### config.mk
export PLATFORM = sky130hd
export DESIGN_NAME = coords_seq
export DESIGN_NICKNAME = d
export VERILOG_FILES = /design/src/rtl/coords_pkg.sv /design/src/rtl/coords_seq.sv
export SDC_FILE = /design/constraint.sdc
export NUM_CORES = 1
export LEC_CHECK = 0
export ABC_CLOCK_PERIOD_IN_PS = 3200
export BUFFER_PORTS_ARGS = -buffer_cell sky130_fd_sc_hd__buf_4
export CAP_MARGIN = 20
export CORE_UTILIZATION = 45
export DETAILED_ROUTE_END_ITERATION = 10
export PLACE_DENSITY = 0.75
export SYNTH_ARGS = -nofsm -noshare
export SYNTH_HDL_FRONTEND = slang
export SYNTH_SLANG_ARGS = --single-unit
### constraint.sdc
create_clock -name clk -period 3.2 [get_ports clk]
set_input_delay 0.48 -clock clk [delete_from_list [all_inputs] [get_ports clk]]
set_output_delay 0.48 -clock clk [all_outputs]
set_load 0.05 [all_outputs]
### src/rtl/coords_pkg.sv
// coords_pkg: shared definitions for the coordinate ROM sequencer.
// Field positions of the 36-bit ROM word, the terminator value and the
// sequencer state encoding.
package coords_pkg;

  localparam int RING_HI = 31;
  localparam int RING_LO = 28;
  localparam int IDX_HI  = 27;
  localparam int IDX_LO  = 24;
  localparam int X_HI    = 23;
  localparam int X_LO    = 12;
  localparam int Y_HI    = 11;
  localparam int Y_LO    = 0;

  localparam int COORD_W = 12;

  // All-zero word ends the table; bits [35:32] are reserved and ignored
  // for field extraction but still count toward the terminator compare.
  localparam logic [35:0] TERM_WORD = 36'h0;

  typedef enum logic [2:0] {
    IDLE,
    RD,
    CAP,
    HOLD,
    DONE
  } state_t;

endpackage

### src/rtl/coords_seq.sv
// coords_seq: walks the coordinate ROM from address 0, absorbs its 1-cycle
// read latency and hands out one unpacked point at a time over valid/ready.
// Build option COORDS_SEQ_LOOP_EN: when defined, the sweep wraps back to
// address 0 instead of finishing, pulsing done on every wrap.
//
//  state | meaning
//  ------+----------------------------------------------------------
//  IDLE  | waiting for start; address counter parked at 0
//  RD    | rom_ce high, ROM samples rom_ad at the end of this cycle
//  CAP   | rom_dout valid; terminator check, fields captured
//  HOLD  | point presented (pt_valid), waiting for pt_ready
//  DONE  | one-cycle done pulse, then back to IDLE
module coords_seq
  import coords_pkg::*;
#(
  parameter int ADDR_W = 4,
  parameter int DATA_W = 36
) (
  input  logic              clk,
  input  logic              reset,
  input  logic              start,
  input  logic              stop,
  output logic              rom_ce,
  output logic              rom_oce,
  output logic [ADDR_W-1:0] rom_ad,
  input  logic [DATA_W-1:0] rom_dout,
  output logic              pt_valid,
  input  logic              pt_ready,
  output logic [3:0]        pt_ring,
  output logic [3:0]        pt_idx,
  output logic [COORD_W-1:0] pt_x,
  output logic [COORD_W-1:0] pt_y,
  output logic              busy,
  output logic              done
);

`ifdef COORDS_SEQ_LOOP_EN
  localparam bit LOOP_EN = 1'b1;
`else
  localparam bit LOOP_EN = 1'b0;
`endif

  localparam logic [ADDR_W-1:0] LAST_ADDR = {ADDR_W{1'b1}};

  state_t            state;
  logic [ADDR_W-1:0] addr;

  // The ROM output register is never gated; only rom_ce qualifies reads.
  assign rom_oce = 1'b1;

  // Sequencer FSM, address counter and all registered outputs.
  always_ff @(posedge clk) begin
    if (reset) begin
      state    <= IDLE;
      addr     <= '0;
      rom_ce   <= 1'b0;
      rom_ad   <= '0;
      pt_valid <= 1'b0;
      pt_ring  <= '0;
      pt_idx   <= '0;
      pt_x     <= '0;
      pt_y     <= '0;
      busy     <= 1'b0;
      done     <= 1'b0;
    end else if (stop) begin
      // Abort: fields keep their last values, rom_ad holds to avoid toggling.
      state    <= IDLE;
      addr     <= '0;
      rom_ce   <= 1'b0;
      pt_valid <= 1'b0;
      busy     <= 1'b0;
      done     <= 1'b0;
    end else begin
      done <= 1'b0;
      case (state)
        IDLE: begin
          if (start) begin
            state  <= RD;
            rom_ce <= 1'b1;
            rom_ad <= addr;
            busy   <= 1'b1;
          end
        end
        RD: begin
          rom_ce <= 1'b0;
          state  <= CAP;
        end
        CAP: begin
          if (rom_dout == TERM_WORD) begin
            done <= 1'b1;
            if (LOOP_EN) begin
              state  <= RD;
              addr   <= '0;
              rom_ce <= 1'b1;
              rom_ad <= '0;
            end else begin
              state <= DONE;
            end
          end else begin
            pt_ring  <= rom_dout[RING_HI:RING_LO];
            pt_idx   <= rom_dout[IDX_HI:IDX_LO];
            pt_x     <= rom_dout[X_HI:X_LO];
            pt_y     <= rom_dout[Y_HI:Y_LO];
            pt_valid <= 1'b1;
            state    <= HOLD;
          end
        end
        HOLD: begin
          if (pt_ready) begin
            pt_valid <= 1'b0;
            if (addr == LAST_ADDR) begin
              done <= 1'b1;
              if (LOOP_EN) begin
                state  <= RD;
                addr   <= '0;
                rom_ce <= 1'b1;
                rom_ad <= '0;
              end else begin
                state <= DONE;
              end
            end else begin
              addr   <= addr + 1'b1;
              rom_ad <= addr + 1'b1;
              rom_ce <= 1'b1;
              state  <= RD;
            end
          end
        end
        DONE: begin
          state <= IDLE;
          addr  <= '0;
          busy  <= 1'b0;
        end
        default: begin
          state  <= IDLE;
          addr   <= '0;
          rom_ce <= 1'b0;
          busy   <= 1'b0;
        end
      endcase
    end
  end

endmodule

## Yosys cells after proc, flatten, opt, wreduce, memory -nomap -nowiden

Cells that the tools add are included.

- Bits in registers: 47
- Bits in latches: 0
- Bits in writable memories: 0
- Memory bits (read-only): 0
- Input bits: 41
- Output and inout port bits: 41
- Word-level logic and storage cells: 63
- Memories: 0

- Add/sub/neg operators: 1
- $mul: 0
- Div/mod/pow operators: 0
- Magnitude comparators: 0
- Equality and inequality tests: 9
- Shifts and indexed selects: 0
- Multiplexer cells: 22
- Bitwise logic cells: 5
- Reductions and logical operators: 15

Operators by type and width:

| kind | number |
|---|---|
| 36-bit zero test | 1 |
| 4-bit case mux with 2 select lines | 2 |
| 3-bit two-way mux | 4 |
| 4-bit two-way mux | 3 |
| 3-bit case mux with 4 select lines | 1 |
| 3-bit AND reduction | 3 |
| 1-bit two-way mux | 8 |
| 2-bit != test, second input constant | 4 |
| 3-bit by 2-bit == test with 1-bit output, second input constant | 2 |
| 1-bit case mux with 2 select lines | 3 |
| 3-bit OR reduction | 2 |
| 1-bit NOT | 5 |
| 5-bit AND reduction | 1 |
| 4-bit by 1-bit adder with 4-bit output, second input constant | 1 |
| 4-bit == test, second input constant | 1 |
| 2-bit AND reduction | 2 |
| 4-bit AND reduction | 1 |
| 2-bit nonzero test | 2 |
| 2-bit OR reduction | 2 |
| 3-bit by 1-bit == test with 1-bit output, second input constant | 1 |
| 3-bit == test, second input constant | 1 |
| 3-bit zero test | 1 |
| 1-bit case mux with 3 select lines | 1 |

## Depth between registers and ports, before layout

- Depth after elaboration: 4
- Mapped depth: 6

## Worst setup path after synthesis

No wires, ideal clock.

- Path type: input to register
- Start point: input port rom_dout[29]
- End point: register state[0]
- Library setup time: 120 ps
- Arrival: 1585 ps
- Path slack: 1495 ps
- Cell stages on the path: 4
- Cell sequence: or4_1 > nor2_4 > nand3_1 > o31a_1

- Word-level cells in the longest chain between the ends: 3

Ends and longest elaborated chain:

| what | line | text |
|---|---|---|
| start: declaration | coords_seq.sv:26 | `input logic [DATA_W-1:0] rom_dout,` |
| 36-bit zero test | coords_seq.sv:89 | `if (rom_dout == TERM_WORD) begin` |
| 3-bit two-way mux | coords_seq.sv:89 |  |
| 3-bit case mux with 4 select lines | coords_seq.sv:75 | `case (state)` |
| end signal: assignment | coords_seq.sv:78 | `state <= RD;` |
| end signal: assignment | coords_seq.sv:92 | `state <= RD;` |
| end signal: assignment | coords_seq.sv:97 | `state <= DONE;` |
| end: declaration | coords_seq.sv:45 | `state_t state;` |

Every way passes these cells.
A chain may end at the register's enable or synchronous reset.

## Final worst setup path

- Start point: register state[2]
- End point: register pt_x[9]

- Word-level cells in the longest chain between the ends: 2

Ends and longest elaborated chain:

| what | line | text |
|---|---|---|
| start signal: assignment | coords_seq.sv:54 | `state <= IDLE;` |
| start signal: assignment | coords_seq.sv:67 | `state <= IDLE;` |
| start signal: assignment | coords_seq.sv:78 |  |
| 3-bit by 2-bit == test with 1-bit output | coords_seq.sv:75 |  |
| 3-bit AND reduction (no line) | - |  |
| end signal: assignment | coords_seq.sv:102 | `pt_x <= rom_dout[X_HI:X_LO];` |
| end: declaration | coords_seq.sv:31 | `output logic [COORD_W-1:0] pt_x,` |

Every way passes these cells.

==> metrics.md <==
| Metric | Value |
|---|---|
| Outcome | `complete, no violations` |
| Register bit total from synthesis | `47` |
| Grt total ovfl | `0` |
| Critical Path End Type | `register` |
| CP Buf/Inv Count | `1` |
| Slew Limit Fails | `0` |
| Post-DP HPWL | `4150 µm` |
| GRT Total Usage | `22.9%` |
| Worst Path Class, Setup | `reg2reg` |
| Hold-fix buffers at CTS | `0` |
| Crit path largest cell delay | `610 ps` |
| Worst-path maximum fanout | `17` |
| CTS tree | `done` |
| Final setup viols | `0` |
| Nets | `398` |
| Delay-heaviest family, CP | `simple AND/OR/NAND/NOR gates` |
| Post-cts resize count | `0` |
| Hold crit path type | `in2reg` |
| Power per cell area | `374 mW/mm²` |
| RSZ-0062 raised after global routing | `false` |
| Number of synthesized flops with an enable pin | `0` |
| R2R cell count | `5` |
| Post-synth top area share | `40.6%` |
| Layout cells sized above 1 | `28.7%` |
| Clk buf depth | `2` |
| Worst EP arrival | `2190 ps` |
| Sequential share of the synthesized area | `40.6%` |
| Reg2Reg Setup Slack | `1240 ps` |
| Initial antenna violation count | `0` |
| Post-route minimum period | `1960 ps` |
| Setup crit end | `pt_x[9]` |
| Final Skew | `4.00 ps` |
| Initial DRC Count | `189` |
| Relative slew slack | `53.8%` |
| Post-Syn Area | `0.00232 mm²` |
| Worst Tran Pin Value | `693 ps` |
| Synth cell types | `45` |
| Drt pass-1 iters | `4` |
| Ys flop type | `dfxtp_1` |
| Pleak | `1.13 nW` |
| Crit path from | `state[2]` |
| Ranking of synthesized cells by area | `dfxtp_1 41%, nand2_1 11%, a31oi_1 8.6%, nand4_1 8.6%, nor4_1 2.2%` |
| Count leader, synth | `nand2_1` |
| CTS Buf Count | `5` |
| Ys async rst share | `0%` |
| Rows | `25` |
| Post-Route WL | `6080 µm` |
| Mapped Nets | `331` |
| Core area | `0.00485 mm²` |
| Max-cap viol count | `0` |
| Initial Util | `47.8%` |
| Die X | `73.8 µm` |
| Io pins | `82` |
| Commonest cells post-synth | `68 x nand2_1, 47 x dfxtp_1, 32 x a31oi_1, 32 x nand4_1, 13 x clkbuf_1` |
| WL/cell | `14.4 µm` |
| VDD IR-drop max | `0.000196 V` |
| Vias in the first global route | `2075` |
| Startpoint Class | `register` |
| Period utilization | `61.2%` |
| WHS | `402 ps` |
| Largest net degree at the start of global routing | `44` |
| Post-CTS Setup Repair Bufs | `0` |
| R2r endpoint | `pt_x[9]` |
| H-tree depth | `2` |
| CP cell instances | `or2_4 -> nor3b_4 -> buf_4 -> nand2_1 -> a31oi_1` |
| Layout area overhead | `30.3%` |
| Final hold vios | `0` |
| Clk_lat worst skew | `300 ps` |
| Mean Syn Cell Area | `8.05 µm²` |
| Placed cells | `414` |
| Post-Layout Cell Count | `423` |
| Dominant cell type by area after synthesis | `dfxtp_1` |
| Die Y | `73.8 µm` |
| Clock transition at path regs | `80 ps` |
| Die area | `0.00544 mm²` |
| Reg-to-Reg Start | `state[2]` |
| Crit-path slowest cell | `nor3b_4` |
| GPL Wtd Cong | `0.798` |
| DRC errors left | `0` |
| TNS Setup | `0 ps` |
| Via density | `5.70` |
| Clock Sinks | `47` |
| Port bufs | `80` |
| Peak Freq | `511 MHz` |
| First-pass GRT wire length | `9690 µm` |
| Number of fill cells in the layout | `425` |
| Root buffer selected by CTS | `clkbuf_8` |
| Stages on worst setup path | `5` |
| Via count | `2409` |
| ANT nets after route | `0` |
| Critical Path RT | `3430 ps` |
| Cells after Synth | `288` |
| Diode count | `0` |
| Ys Warns | `0` |
-- cells by family after synthesis --
logic type / count (synthesis) / share of synthesized area (%)
other: 1 / 0.162
flip-flops: 47 / 40.6
XOR/XNOR: 2 / 0.756
multiplexers: 4 / 1.73
buffers and inverters: 31 / 7.02
adder cells (fa/ha/maj): 2 / 1.08
AND/OR/NAND/NOR: 147 / 32.4
AO/OA/AOI/OAI: 54 / 16.3
-- worst min path at each step --
stage / startpoint / endpoint / slack, ps / cells after the start
4_1_cts: stop / addr[1] / 390 / 2
3_3_place_gp: busy / busy / 450 / 2
2_1_floorplan: addr[3] / addr[3] / 500 / 1
5_1_grt: stop / addr[0] / 410 / 2
6_report: stop / addr[1] / 400 / 2
3_5_place_dp: busy / busy / 460 / 2
-- per-layer routing --
metal / GRT usage, % / vias up / share of wire (%)
met1: 31.4 / 1136 / 47
li1: - / 1196 / -
met2: 36.3 / 69 / 47
met4: 7.69 / 0 / 1.3
met3: 3.84 / 8 / 4.6
met5: 0 / - / 0
-- flip-flops by register name, summed over array words and instances (netlist names), 3 cells and up --
register  cells
pt_x         12
pt_y         12
addr          4
pt_idx        4
pt_ring       4
rom_ad        4
state         3
-- area by class of cell --
| class | instances | area, µm² | area share (%) |
|---|---|---|---|
| sequential | 47 | 941 | 31.2 |
| multi-input combinational | 210 | 1220 | 40.4 |
| tap | 67 | 83.8 | 2.78 |
| inverter | 4 | 15.0 | 0.497 |
| timing repair buffer | 87 | 661 | 21.9 |
| clock buffer | 8 | 100 | 3.31 |
-- cells in the final DEF (no fill, tap or decap), drive strengths merged, types with 3 or more instances in the layout --
master / n
o211ai: 3
a211oi: 5
mux2i: 4
a21oi: 4
nand3: 5
dfxtp: 47
or3b: 3
a31oi: 32
buf: 87
nand4: 32
nor4: 8
nor3: 3
inv: 4
nand2: 68
nor2: 12
clkbuf: 8
-- report_power, final --
part / internal [mW] / switching [mW] / total, mW
logic: 0.0603 / 0.0785 / 0.139
registers: 0.594 / 0.00874 / 0.602
clock network: 0.197 / 0.192 / 0.390
total: 0.851 / 0.280 / 1.13
-- per-stage QoR --
step | total power, mW | setup slack (ps) | util, % | area [µm²]
6_report | 1.13 | 1240 | 62.3 | 3020
5_1_grt | 1.17 | 1080 | 62.3 | 3020
4_1_cts | 1.14 | 1200 | 62.0 | 3010
3_5_place_dp | 0.754 | 1000 | 59.9 | 2910
3_3_place_gp | 0.753 | 1020 | 59.9 | 2910
2_1_floorplan | 0.689 | 1500 | - | 2320
Note: power is estimated with default switching activity, not from simulation.
